[src/rtl/pattern_serializer_pkg.sv]
// rtl/pattern_serializer_pkg.sv - shared types and pair-detector transition function
package pattern_serializer_pkg;

    typedef enum logic [1:0] {
        IDLE  = 2'd0,
        START = 2'd1,
        SHIFT = 2'd2,
        DONE  = 2'd3
    } ser_state_t;

    localparam logic [1:0] S00 = 2'b00;
    localparam logic [1:0] S01 = 2'b01;
    localparam logic [1:0] S10 = 2'b10;
    localparam logic [1:0] S11 = 2'b11;

    // S11 means "just closed a pair of equal bits"; it restarts pairing from the next bit.
    function automatic logic [1:0] next_pair_state(input logic [1:0] s, input logic b);
        logic [1:0] n;
        n = S00;
        case (s)
            S00:     n = b ? S01 : S10;
            S01:     n = b ? S11 : S10;
            S10:     n = b ? S01 : S11;
            default: n = b ? S01 : S10;
        endcase
        return n;
    endfunction

endpackage

[src/rtl/pattern_serializer_pair_mirror.sv]
// rtl/pattern_serializer_pair_mirror.sv - mirror of the receiver pair detector with hit counter
module pair_mirror
    import pattern_serializer_pkg::*;
#(
    parameter int HIT_W = 3
) (
    input  logic             clock,
    input  logic             reset,
    input  logic             clr,
    input  logic             en,
    input  logic             din,
    output logic [HIT_W-1:0] hits
);

    logic [1:0] state;
    logic [1:0] nxt;

    assign nxt = next_pair_state(state, din);

    always_ff @(posedge clock) begin
        if (!reset) begin
            state <= S00;
            hits  <= '0;
        end else if (clr) begin
            state <= S00;
            hits  <= '0;
        end else if (en) begin
            state <= nxt;
            if (nxt == S11) begin
                hits <= hits + HIT_W'(1);
            end
        end
    end

endmodule

[src/rtl/pattern_serializer.sv]
// rtl/pattern_serializer.sv - LSB-first word serializer with expected pair-detect hit count
module pattern_serializer
    import pattern_serializer_pkg::*;
#(
    parameter  int WIDTH = 8,
    localparam int HIT_W = $clog2(WIDTH/2 + 1)
) (
    input  logic             clock,
    input  logic             reset,
    input  logic             load_valid,
    output logic             load_ready,
    input  logic [WIDTH-1:0] load_data,
    output logic             frame_start,
    output logic             x,
    output logic             x_valid,
    output logic             busy,
    output logic             done,
    output logic [HIT_W-1:0] hits
);

    localparam int CNT_W = (WIDTH > 2) ? $clog2(WIDTH) : 1;
    localparam logic [CNT_W-1:0] LAST_BIT = CNT_W'(WIDTH - 1);

    ser_state_t       state;
    logic [WIDTH-1:0] sr;
    logic [CNT_W-1:0] cnt;

    // x is a registered copy of the bit on the wire, so the mirror sees exactly what the receiver sees.
    pair_mirror #(.HIT_W(HIT_W)) u_mirror (
        .clock (clock),
        .reset (reset),
        .clr   (state == START),
        .en    (state == SHIFT),
        .din   (x),
        .hits  (hits)
    );

    always_ff @(posedge clock) begin
        if (!reset) begin
            state       <= IDLE;
            sr          <= '0;
            cnt         <= '0;
            load_ready  <= 1'b0;
            frame_start <= 1'b0;
            x           <= 1'b0;
            x_valid     <= 1'b0;
            busy        <= 1'b0;
            done        <= 1'b0;
        end else begin
            case (state)
                IDLE: begin
                    load_ready <= 1'b1;
                    if (load_valid && load_ready) begin
                        sr          <= load_data;
                        state       <= START;
                        load_ready  <= 1'b0;
                        frame_start <= 1'b1;
                        busy        <= 1'b1;
                    end
                end
                START: begin
                    frame_start <= 1'b0;
                    x           <= sr[0];
                    x_valid     <= 1'b1;
                    sr          <= sr >> 1;
                    cnt         <= '0;
                    state       <= SHIFT;
                end
                SHIFT: begin
                    cnt <= cnt + CNT_W'(1);
                    if (cnt == LAST_BIT) begin
                        x       <= 1'b0;
                        x_valid <= 1'b0;
                        done    <= 1'b1;
                        state   <= DONE;
                    end else begin
                        x  <= sr[0];
                        sr <= sr >> 1;
                    end
                end
                default: begin
                    done       <= 1'b0;
                    busy       <= 1'b0;
                    load_ready <= 1'b1;
                    state      <= IDLE;
                end
            endcase
        end
    end

endmodule

[config.mk]
export PLATFORM = sky130hd
export DESIGN_NAME = pattern_serializer
export DESIGN_NICKNAME = d
export VERILOG_FILES = /design/src/rtl/pattern_serializer_pkg.sv /design/src/rtl/pattern_serializer_pair_mirror.sv /design/src/rtl/pattern_serializer.sv
export SDC_FILE = /design/constraint.sdc
export NUM_CORES = 1
export LEC_CHECK = 0
export ABC_AREA = 1
export BUFFER_PORTS_ARGS = -buffer_cell sky130_fd_sc_hd__buf_2
export CAP_MARGIN = 20
export CORE_MARGIN = 5
export CORE_UTILIZATION = 59
export DETAILED_ROUTE_END_ITERATION = 10
export PLACE_DENSITY_LB_ADDON = 0.12
export RECOVER_POWER = 100
export SLEW_MARGIN = 10
export SYNTH_ARGS = -nofsm -noshare
export SYNTH_HDL_FRONTEND = slang
export SYNTH_SLANG_ARGS = --single-unit
[constraint.sdc]
create_clock -name clock -period 2.97 [get_ports clock]
set_input_delay 0.297 -clock clock [delete_from_list [all_inputs] [get_ports clock]]
set_output_delay 0.297 -clock clock [all_outputs]
set_load 0.1 [all_outputs]
## Word-level counts from Yosys, hierarchy flattened

Cells that the tools add are included.

| storage, ports and cells | value |
|---|---|
| bits in registers | 24 |
| logic and storage cells | 62 |

| cells by class | value |
|---|---|
| $add $sub $neg | 2 |
| eq/ne operators | 9 |
| muxes and demuxes | 22 |
| bitwise logic cells | 3 |
| reductions and logical operators | 15 |

Operators with widths:

| operator | count |
|---|---|
| $pmux 8 s3 | 1 |
| $mux 8 | 2 |
| $pmux 1 s2 | 6 |
| $reduce_and 2->1 | 6 |
| $mux 2 | 4 |
| $add 3x1->3 const B | 2 |
| $eq 2x2->1 const B | 3 |
| $mux 1 | 6 |
| $ne 2x2->1 const B | 3 |
| $pmux 2 s3 | 1 |
| $pmux 3 s2 | 1 |
| $reduce_or 2->1 | 3 |
| $eq 2x1->1 const B | 2 |
| $pmux 2 s2 | 1 |
| $reduce_bool 2->1 | 2 |
| $eq 3x3->1 const B | 1 |
| $not 1->1 | 3 |
| $reduce_and 3->1 | 1 |
| $reduce_bool 3->1 | 1 |
| $logic_not 2->1 | 1 |
| $logic_and 1x1->1 | 1 |

## Longest topological paths before layout

Gate-level depths: netlist (run 1).

| depth | value |
|---|---|
| depth in word-level cells | 4 |
| mapped depth | 9 |
| depth with buffers taken out | 8 |

## Cells and area by module

From an unflattened synthesis (run 1), not the netlist that was laid out.

| second synthesis, totals | value |
|---|---|
| cell total of the unflattened synthesis | 179 |
| area total of the unflattened synthesis | 1296.2 um^2 |

By module, submodules not included:

| module | instances | cells an instance | area an instance (um^2) | seq. area each (um^2) |
|---|---|---|---|---|
| pattern_serializer | 1 | 134 | 985.9 | 380.4 |
| pair_mirror | 1 | 45 | 310.3 | 100.1 |

## Least setup slack after synthesis (run 1)

Ideal clock, no wire load.

| timing | value |
|---|---|
| kind | reg-to-reg |
| start point | register load_ready |
| end point | register sr[6] |
| arrival time | 1627 ps |
| required time | 2856 ps |
| slack | 1229 ps |
| stages on the path, launching flop included | 7 |
| buffers on the path | 1 |
| period minus slack after synthesis | 1741 ps |
| cells stage by stage | dfxtp_1 > nand2_2 > nand2_4 > nand3_4 > buf_8 > nor2_1 > nor2_2 |

| on the way | value |
|---|---|
| cells in the longest elaborated chain, start to end | 3 |

RTL lines:

| what | line | RTL |
|---|---|---|
| start, declared | pattern_serializer.sv:11 | `output logic load_ready,` |
| start signal, assigned | pattern_serializer.sv:43 | `load_ready <= 1'b0;` |
| start signal, assigned | pattern_serializer.sv:52 | `load_ready <= 1'b1;` |
| start signal, assigned | pattern_serializer.sv:56 | `load_ready <= 1'b0;` |
| $logic_and 1x1->1 | pattern_serializer.sv:53 | `if (load_valid && load_ready) begin` |
| $ne 2x2->1 (no source line) | n/a |  |
| $reduce_and 3->1 (no source line) | n/a |  |
| end signal, assigned | pattern_serializer.sv:54 | `sr <= load_data;` |
| end signal, assigned | pattern_serializer.sv:65 | `sr <= sr >> 1;` |
| end signal, assigned | pattern_serializer.sv:78 | `sr <= sr >> 1;` |
| end, declared | pattern_serializer.sv:25 | `logic [WIDTH-1:0] sr;` |

Every way passes these cells.
A chain may end at the register's enable or synchronous reset.

## Worst setup path after layout (run 1)

| timing | value |
|---|---|
| start point | register x |
| end point | output port x |

RTL lines:

| what | line | RTL |
|---|---|---|
| start, declared | pattern_serializer.sv:14 | `output logic x,` |
| start signal, assigned | pattern_serializer.sv:63 | `x <= sr[0];` |
| start signal, assigned | pattern_serializer.sv:77 | `x <= sr[0];` |

No word-level cell between the ends.

==> results.toml, run 1 <==
[detailed_routing]
post_drt_wl_per_cell_um = 10.7
drtIter0Drc = 27
ant_nets = 0
drc_errors = 0
vias = 1061
drt-total-wl_um = 2350
via_per_inst = 4.82
drt_first_pass_iters = 4

[global_routing]
grt_pass1_wl_um = 4080
antenna_found_initial = 0
grtUsageTotal = 0.157
gr-total-overflow = 0
grt_pass1_vias = 954
grt_max_degree = 22

[min_path]
min_path_type = "in2reg"
whs_path_depth = 5
holdCritStartpoint = "load_data[6]"
hold_end = "sr[6]"

[critical_path]
crit_required_ns = 2.67
worstPathArrival_ns = 1.61
max_stage_delay_ns = 0.89
crit_chain = "clkbuf_1"
critical_path_buf_inv_count = 1
r2r-end = "u_mirror.hits[0]"
critPathCaptureType = "primary output"
rrSetupSlack_ns = 1.28
crit_fanout = 5
cp-start-kind = "register"
r2r_start = "state[0]"
worst_path_dominant_cell_family = "buffers and inverters"
ff2ff_path_depth = 6
cp_slowest_cell = "clkbuf_1"
crit_type = "reg2out"

[floorplanning]
io_pins = 20
start_util = 0.608
die_w_um = 57.3
core_area_um2 = 2170
rows = 17
dieArea_um2 = 3280
die_y_um = 57.3

[pwr]
p_leak_nw = 0.621
p_comb_frac = 0.570
power_frac_clock = 0.115
seqPwrFrac = 0.314
p_sw_frac = 0.525
power_per_cell_area_nw_per_um2 = 1080
p_total_mw = 1.51
ir_drop_mv = 0.663
p_switching_mw = 0.792
internal_power_mw = 0.718

[clock_tree]
cts.htree.levels = 1
clkLatencyLatePin_ns = 0.32
path_clk_slew_ns = 0.13
postCtsSetupBuffers = 0
cts_resized = 0
clockBufferDepth = 2
cts-root-buf = "clkbuf_4"
cts.sinks = 24
cts_tree = "done"
cts_hold_buf = 0
cts_buffers = 3

[timing]
fin_tns_setup_ns = 0
fin_skew_ns = 0.00735
holdWs_ns = 0.306
finalMaxSlewViolations = 0
relSlewSlack = 0.222
hold_violations = 0
worst_slew_pin_slew_ns = 1.17
rsz0062_at_grt = "false"
max_freq_ghz = 0.524
fin_crit_sh = 0.643
period_minus_slack_ns = 1.91
setup_viol = 0

[synthesis]
synthXorXnorAreaFrac = 0
synth_simple_gate_area_frac = 0.297
synthMuxAreaShare = 0
synthAdderAreaFrac = 0.0948
synth_cell_types = 25
synthCells = 175
yosysWarnings = 0
synth.net_count = 196
syn_area_per_cell_um2 = 7.54
synth-seq-area-share = 0.364
synth_compound_area_frac = 0.118
synth_top_family_by_area = "simple AND/OR/NAND/NOR gates"
synth_seq_cells = 24
syn_area_um2 = 1320

[placement]
place_congestion = 0.826
dp_cells = 216
dp_hpwl_um = 1750
placed_area_um2 = 1380
io_buffers = 19

[status]
outcome = "completed"

[layout]
diodes = 0
nFillCells = 205
area_growth_pct = 5.59
final_nets = 214
drive_above_1_share = 0.151
finalNonFillerCells = 220
design_area_um2 = 1390

[job]
maxCapViolCount = 0
[per-stage QoR]
step / setup slack, ns / utilization
after global routing: 0.984 / 0.642
after detailed placement: 1.44 / 0.634
final: 1.06 / 0.642
after CTS: 1.40 / 0.651
after global placement: 1.48 / 0.634
after floorplan: 1.23 / -
[power by group through the flow]
stage	Clock (mW)	Combinational [mW]	Sequential [mW]
after floorplan	0	0.644	0.688
after global placement	0	0.875	0.479
after detailed placement	0	0.889	0.481
after CTS	0.182	0.894	0.474
after global routing	0.198	0.954	0.488
final	0.174	0.861	0.475
[worst register-to-register path: stages, from the launching register on]
cell and delay, ns:
dfxtp_1 0.37, inv_1 0.12, ha_1 0.45, inv_1 0.19
nor2_1 0.26, nand3_1 0.10, a21oi_1 0.15
[cells in the final DEF, fill, tap and decap left out]
cell type and instances:
nand2_2 4, clkbuf_4 3, inv_1 23, nand2_4 1, nor3_1 2, clkbuf_8 1, o21ai_0 12, a21oi_1 15
o31ai_1 1, nand3_4 1, a31oi_1 1, a211oi_1 1, clkbuf_1 9, nand2_8 1, buf_2 10, inv_4 1
nor2_1 18, nand3_1 8, nor2_2 7, ha_1 10, dfxtp_1 24, nand2_1 38, nand4_1 1
[kinds of logic (layout without fill, tap and decap cells)]
logic type / after synthesis / in the layout
simple gates: 81 / 81
flops: 24 / 24
compound gates: 30 / 30
fa+ha+maj: 10 / 10
buf+inv: 30 / 47
[flip-flops by register name, summed over array words and instances (netlist names)]
| register | flops |
|---|---|
| u_mirror.hits | 3 |
| load_ready | 1 |
| cnt | 3 |
| done | 1 |
| x | 1 |
| u_mirror.state | 2 |
| sr | 8 |
| state | 2 |
| busy | 1 |
| x_valid | 1 |
| frame_start | 1 |
[synthesized netlist by cell type]
cell type	number	area, um^2
nand2_1	38	143
dfxtp_1	24	480
inv_1	22	82.6
nor2_1	17	63.8
a21oi_1	15	75.1
ha_1	10	125
nand3_1	8	40.0
nor2_2	7	43.8
o21ai_0	6	30.0
o21ai_1	6	30.0
buf_6	4	45.0
nand2_2	4	25.0
nor3_1	2	10.0
a211oi_1	1	7.51
a31oi_1	1	6.26
buf_8	1	15.0
clkbuf_8	1	13.8
inv_2	1	3.75
inv_4	1	6.26
nand2_4	1	11.3
nand2_8	1	20.0
nand3_4	1	17.5
nand4_1	1	6.26
nor2_4	1	11.3
o31ai_1	1	7.51
[metal layers]
metal  GRT usage  wire (um)  vias up
met4      0.0795         50        0
met3      0.0249        105        4
met1       0.203       1130      448
met5           0          0        -
met2       0.251       1060       21
li1            -          -      588
[worst max-delay path by stage]
stage | slack [ns] | cells after the start | end | start
floorplan | 1.23 | 6 | sr[6] | load_ready
global placement | 1.48 | 7 | sr[4] | state[1]
detailed placement | 1.44 | 7 | sr[5] | state[0]
CTS | 1.40 | 7 | sr[0] | state[0]
global route | 0.98 | 1 | x | x
finish | 1.06 | 1 | x | x
[area by class of cell]
| cell class | count | area (um^2) | area share |
|---|---|---|---|
| multi-input combinational | 121 | 666 | 0.478 |
| sequential | 24 | 480 | 0.345 |
| inverter | 24 | 92.6 | 0.0664 |
| timing repair buffer | 19 | 83.8 | 0.0601 |
| clock buffer | 4 | 36.3 | 0.0260 |
| tap | 28 | 35.0 | 0.0251 |
(Power assumes the default switching activity.)
==> inputs of run 2 (changes only) <==
--- a/config.mk
+++ b/config.mk
@@ -5,11 +5,11 @@
 export SDC_FILE = /design/constraint.sdc
 export NUM_CORES = 1
 export LEC_CHECK = 0
-export ABC_AREA = 1
+export ABC_AREA = 0
 export BUFFER_PORTS_ARGS = -buffer_cell sky130_fd_sc_hd__buf_2
 export CAP_MARGIN = 20
 export CORE_MARGIN = 5
-export CORE_UTILIZATION = 59
+export CORE_UTILIZATION = 54
 export DETAILED_ROUTE_END_ITERATION = 10
 export PLACE_DENSITY_LB_ADDON = 0.12
 export RECOVER_POWER = 100
==> constraint.sdc (replaced) <==
create_clock -name clock -period 1.8 [get_ports clock]
set_input_delay 0.18 -clock clock [delete_from_list [all_inputs] [get_ports clock]]
set_output_delay 0.18 -clock clock [all_outputs]
set_load 0.1 [all_outputs]
==> run 2 against run 1 <==
Against the previous run: non-clock buffer count rose by 4; synthesized area is 6.1% lower; register-to-register slack worse by 1.1 ns; global-route usage down 0.81 points; combinational power rose by 29%.
==> results.toml, run 2 <==
[clock_tree]
cts_hold_buf = 0
cts_buffers = 3
cts-root-buf = "clkbuf_4"
path_clk_slew_ns = 0.14
clockBufferDepth = 2
cts.htree.levels = 1
cts.sinks = 24
clkLatencyLatePin_ns = 0.32
cts_tree = "done"

[floorplanning]
core_area_um2 = 2210
rows = 17
die_y_um = 57.9
die_w_um = 57.9
start_util = 0.561
dieArea_um2 = 3350
io_pins = 20

[layout]
finalNonFillerCells = 187
reg_top3 = "sr x8, cnt x3, u_mirror.hits x3"
drive_above_1_share = 0.239
largest_register_ffs = 8
final_common_cell = "nand2_1"
max_flop_register = "sr"
design_area_um2 = 1410
area_growth_pct = 13.6
diodes = 0
nFillCells = 205
final_nets = 181
final_cell_mix = "nand2_1 (24), dfxtp_1 (22), mux2i_1 (11)"

[synthesis]
synth-seq-area-share = 0.387
synthCells = 140
yosysWarnings = 0
synth_cell_types = 29
ys.flop_type = "dfxtp_1"
synth_seq_cells = 24
async_flop_share = 0
ys_top_cells_by_count = "dfxtp_1 (24), nand2_1 (24), mux2i_1 (11)"
synth.net_count = 161
synth_edf_count = 0
synth_top_area_frac = 0.387
synth_area_leader_cell = "dfxtp_1"
ys_top_cells_by_area = "dfxtp_1 (39%), ha_1 (10%), mux2i_1 (8.9%)"
syn_area_per_cell_um2 = 8.86
syn_area_um2 = 1240

[critical_path]
worstPathArrival_ns = 1.86
cp-start-kind = "register"
cp_slowest_cell = "ha_2"
crit_fanout = 15
crit_required_ns = 2.00
crit_type = "reg2reg"
critPathCaptureType = "register"
crit_chain = "inv_1 > ha_2 > mux2_2 > nand2_1 > mux2i_1"
max_stage_delay_ns = 0.51

[detailed_routing]
post_drt_wl_per_cell_um = 12.7
drtIter0Drc = 32
ant_nets = 0
drt_first_pass_iters = 4
via_per_inst = 5.43
drc_errors = 0
drt-total-wl_um = 2380
vias = 1016

[global_routing]
grt_pass1_wl_um = 3950
grt_max_degree = 27
grtUsageTotal = 0.149
antenna_found_initial = 0
gr-total-overflow = 0
grt_pass1_vias = 968

[timing]
fin_tns_setup_ns = 0
fin_crit_sh = 0.922
setup_viol = 0
period_minus_slack_ns = 1.66
worst_slew_pin_slew_ns = 0.549
finalMaxSlewViolations = 0
rsz0062_at_grt = "false"
fin_skew_ns = 0.00927
max_freq_ghz = 0.603
relSlewSlack = 0.635
hold_violations = 0

[placement]
io_buffers = 19
placed_area_um2 = 1360
dp_cells = 183
dp_hpwl_um = 1780
place_congestion = 0.838

[status]
outcome = "completed"

[min_path]
min_path_type = "in2reg"

[job]
maxCapViolCount = 0

[pwr]
p_leak_nw = 0.617
power_per_cell_area_nw_per_um2 = 1610
ir_drop_mv = 0.932
[run 2: cell types whose count changed after synthesis, sizes merged, moves of 3 or more]
| cell | delta |
|---|---|
| nand3 | -4 |
| or3 | +3 |
| a21oi | -8 |
| mux2i | +11 |
| o21ai | -5 |
| nand2b | +3 |
| mux2 | +8 |
| nor2 | -18 |
| inv | -16 |
| nand2 | -19 |
[run 2: per-layer routing]
metal	part of all wire	global-route usage
met1	0.43	0.166
met2	0.49	0.274
met5	0	0
met4	0.016	0.0629
met3	0.057	0.0245
[run 2: worst max-delay path: cells and delay by family, from the launching register on]
family | cells | cell delay, ns
buf+inv | 1 | 0.09
flops | 1 | 0.42
mux | 2 | 0.44
simple gates | 1 | 0.08
fa+ha+maj | 1 | 0.51
[run 2: report_power, final]
part | switching [mW] | internal (mW)
clock | 0.165 | 0.225
combinational | 0.709 | 0.396
sequential | 0.0972 | 0.670
[run 2: path summary, 6_finish.rpt]
kind,from,end,slack [ns],cells after the start
worst min-delay path,load_data[7],sr[7],0.12,3
worst min register to register,sr[6],sr[6],0.47,2
worst max-delay path,state[0],sr[0],0.14,5
worst max register to register,state[0],sr[0],0.14,5
[run 2: metrics by stage]
stage	setup slack [ns]	power, mW	hold slack, ns	utilization
2_1_floorplan	0.0347	1.73	0.316	-
3_5_place_dp	0.0507	1.89	0.454	0.614
4_1_cts	0.00393	2.29	0.117	0.637
5_1_grt	0.0418	2.40	0.113	0.637
3_3_place_gp	0.114	1.86	0.446	0.614
6_report	0.140	2.26	0.121	0.637
[run 2: kinds of logic after synthesis]
kind of cell | synth area share
flops | 0.387
buf+inv | 0.0605
compound gates | 0.117
simple gates | 0.173
fa+ha+maj | 0.101
mux | 0.161
[run 2: final cells by class]
class / count / area [um^2] / area share
Timing Repair Buffer: 23 / 121 / 0.0861
Sequential cell: 24 / 483 / 0.343
Tap cell: 28 / 35.0 / 0.0249
Multi-Input combinational cell: 100 / 687 / 0.488
Clock inverter: 1 / 30.0 / 0.0213
Clock buffer: 3 / 22.5 / 0.0160
Inverter: 8 / 30.0 / 0.0213
[run 2: timing repair]
action / 4_1_cts / 5_1_grt
setup buffers: 0 / 0
gates resized for setup: 0 / 1
setup endpoints to repair: 0 / 9
==> inputs of run 3 (changes only) <==
--- a/config.mk
+++ b/config.mk
@@ -5,11 +5,11 @@
 export SDC_FILE = /design/constraint.sdc
 export NUM_CORES = 1
 export LEC_CHECK = 0
-export ABC_AREA = 0
+export ABC_AREA = 1
 export BUFFER_PORTS_ARGS = -buffer_cell sky130_fd_sc_hd__buf_2
 export CAP_MARGIN = 20
 export CORE_MARGIN = 5
-export CORE_UTILIZATION = 54
+export CORE_UTILIZATION = 55
 export DETAILED_ROUTE_END_ITERATION = 10
 export PLACE_DENSITY_LB_ADDON = 0.12
 export RECOVER_POWER = 100
==> run 3 against run 2 <==
Against the previous run: combinational power is 32% higher; register-to-register slack gained 0.07 ns; cell count rose by 18%; maximum frequency up 4.3%; sequential share of layout area shrank 0.27 points; highest routed layer unchanged.
==> results.toml, run 3 (synthesized netlist as in run 1, its figures left out) <==
[clock_tree]
clockBufferDepth = 2
cts-root-buf = "clkbuf_4"
cts_resized = 0
path_clk_slew_ns = 0.14
clkLatencyLatePin_ns = 0.32
cts_tree = "done"
cts.htree.levels = 1
cts.sinks = 24
cts_buffers = 3
postCtsSetupBuffers = 0
cts_hold_buf = 0

[detailed_routing]
post_drt_wl_per_cell_um = 11.2
via_per_inst = 5.01
ant_nets = 0
drt-total-wl_um = 2470
drc_errors = 0
vias = 1103
drt_first_pass_iters = 4
drtIter0Drc = 34

[critical_path]
worstPathArrival_ns = 1.86
crit_fanout = 9
worstSetupStartpoint = "state[0]"
ff2ff_path_depth = 6
cp-start-kind = "register"
crit_required_ns = 2.07
critPathCaptureType = "register"
crit_type = "reg2reg"
r2r_start = "state[0]"
rrSetupSlack_ns = 0.21

[layout]
area_growth_pct = 7.01
reg_top3 = "sr x8, cnt x3, u_mirror.hits x3"
max_flop_register = "sr"
drive_above_1_share = 0.203
largest_register_ffs = 8
final_common_cell = "nand2_1"
final_cell_mix = "nand2_1 (38), dfxtp_1 (24), inv_1 (23)"
final_nets = 214
diodes = 0

[timing]
fin_tns_setup_ns = 0
max_freq_ghz = 0.628
worst_slew_pin_slew_ns = 0.542
fin_crit_sh = 0.884
fin_skew_ns = 0.00505
hold_violations = 0
setup_viol = 0
rsz0062_at_grt = "false"
relSlewSlack = 0.640
finalMaxSlewViolations = 0
period_minus_slack_ns = 1.59
fin_ws_ns = 0.208

[placement]
place_congestion = 0.822
place_ws_ns = 0.258
dp_hpwl_um = 1890
io_buffers = 19

[job]
maxCapViolCount = 0

[floorplanning]
start_util = 0.585
io_pins = 20
rows = 17
dieArea_um2 = 3480
die_y_um = 59.0
die_w_um = 59.0
core_area_um2 = 2250

[pwr]
p_comb_frac = 0.574
power_per_cell_area_nw_per_um2 = 1800
power_frac_clock = 0.117
ir_drop_mv = 1.41
internal_power_mw = 1.20
p_total_mw = 2.54
seqPwrFrac = 0.309
p_sw_frac = 0.527
p_switching_mw = 1.34
p_leak_nw = 0.651

[global_routing]
gr-total-overflow = 0
grt_max_degree = 22
grt_pass1_wl_um = 4340
grt_pass1_vias = 1080
grtUsageTotal = 0.162
antenna_found_initial = 0

[min_path]
min_path_type = "in2reg"
holdCritStartpoint = "load_data[6]"
whs_path_depth = 5

[status]
outcome = "completed"
run 3: changes by cell type in the layout (fill, tap and decap cells not counted), moves of 3 or more:
cell	before	now
nor2_1	7	17
o21ai_0	7	10
a21oi_1	7	15
nor2_2	0	7
or3_1	3	0
nand3_1	5	8
inv_1	8	23
nand2_2	1	4
nand2b_1	3	0
mux2i_1	11	0
mux2_2	8	0
nand2_1	24	38
buf_4	3	0
run 3: worst max-delay path: stages, from the launching register on:
cell     delay [ns]
dfxtp_1        0.37
inv_1          0.11
ha_1           0.42
inv_1          0.24
nor2_4         0.18
nand3_1        0.08
a21oi_1        0.14
run 3: path summary, 6_finish.rpt:
kind / end
worst max register to register: u_mirror.hits[0]
worst min-delay path: sr[6]
worst min register to register: x
worst max-delay path: u_mirror.hits[0]
run 3: per-layer routing:
| layer | global-route usage | vias up | share of wire |
|---|---|---|---|
| met2 | 0.289 | 19 | 0.47 |
| met3 | 0.0283 | 5 | 0.040 |
| li1 | - | 585 | - |
| met5 | 0 | - | 0 |
| met4 | 0.0939 | 0 | 0.020 |
| met1 | 0.178 | 494 | 0.47 |
run 3: cell type report:
type | instances | area [um^2]
Clock buffer | 4 | 36.3
Fill cell | 232 | 842
Inverter | 24 | 92.6
Multi-Input combinational cell | 121 | 673
Sequential cell | 24 | 480
Tap cell | 28 | 35.0
Timing Repair Buffer | 19 | 95.1
run 3: power by group through the flow:
stage	sequential, mW	combinational (mW)	clock (mW)
6_report	0.785	1.46	0.297
2_1_floorplan	1.13	1.06	0
5_1_grt	0.810	1.61	0.331
3_5_place_dp	0.799	1.47	0
3_3_place_gp	0.794	1.44	0
4_1_cts	0.786	1.48	0.301
run 3: per-stage QoR:
stage / hold slack (ns) / instances / cell area (um^2) / util
after floorplan: 0.318 / 175 / 1320 / -
after global placement: 0.455 / 216 / 1380 / 0.610
after detailed placement: 0.467 / 216 / 1380 / 0.610
after CTS: 0.178 / 220 / 1410 / 0.627
after global routing: 0.193 / 220 / 1410 / 0.627
final: 0.174 / 220 / 1410 / 0.627
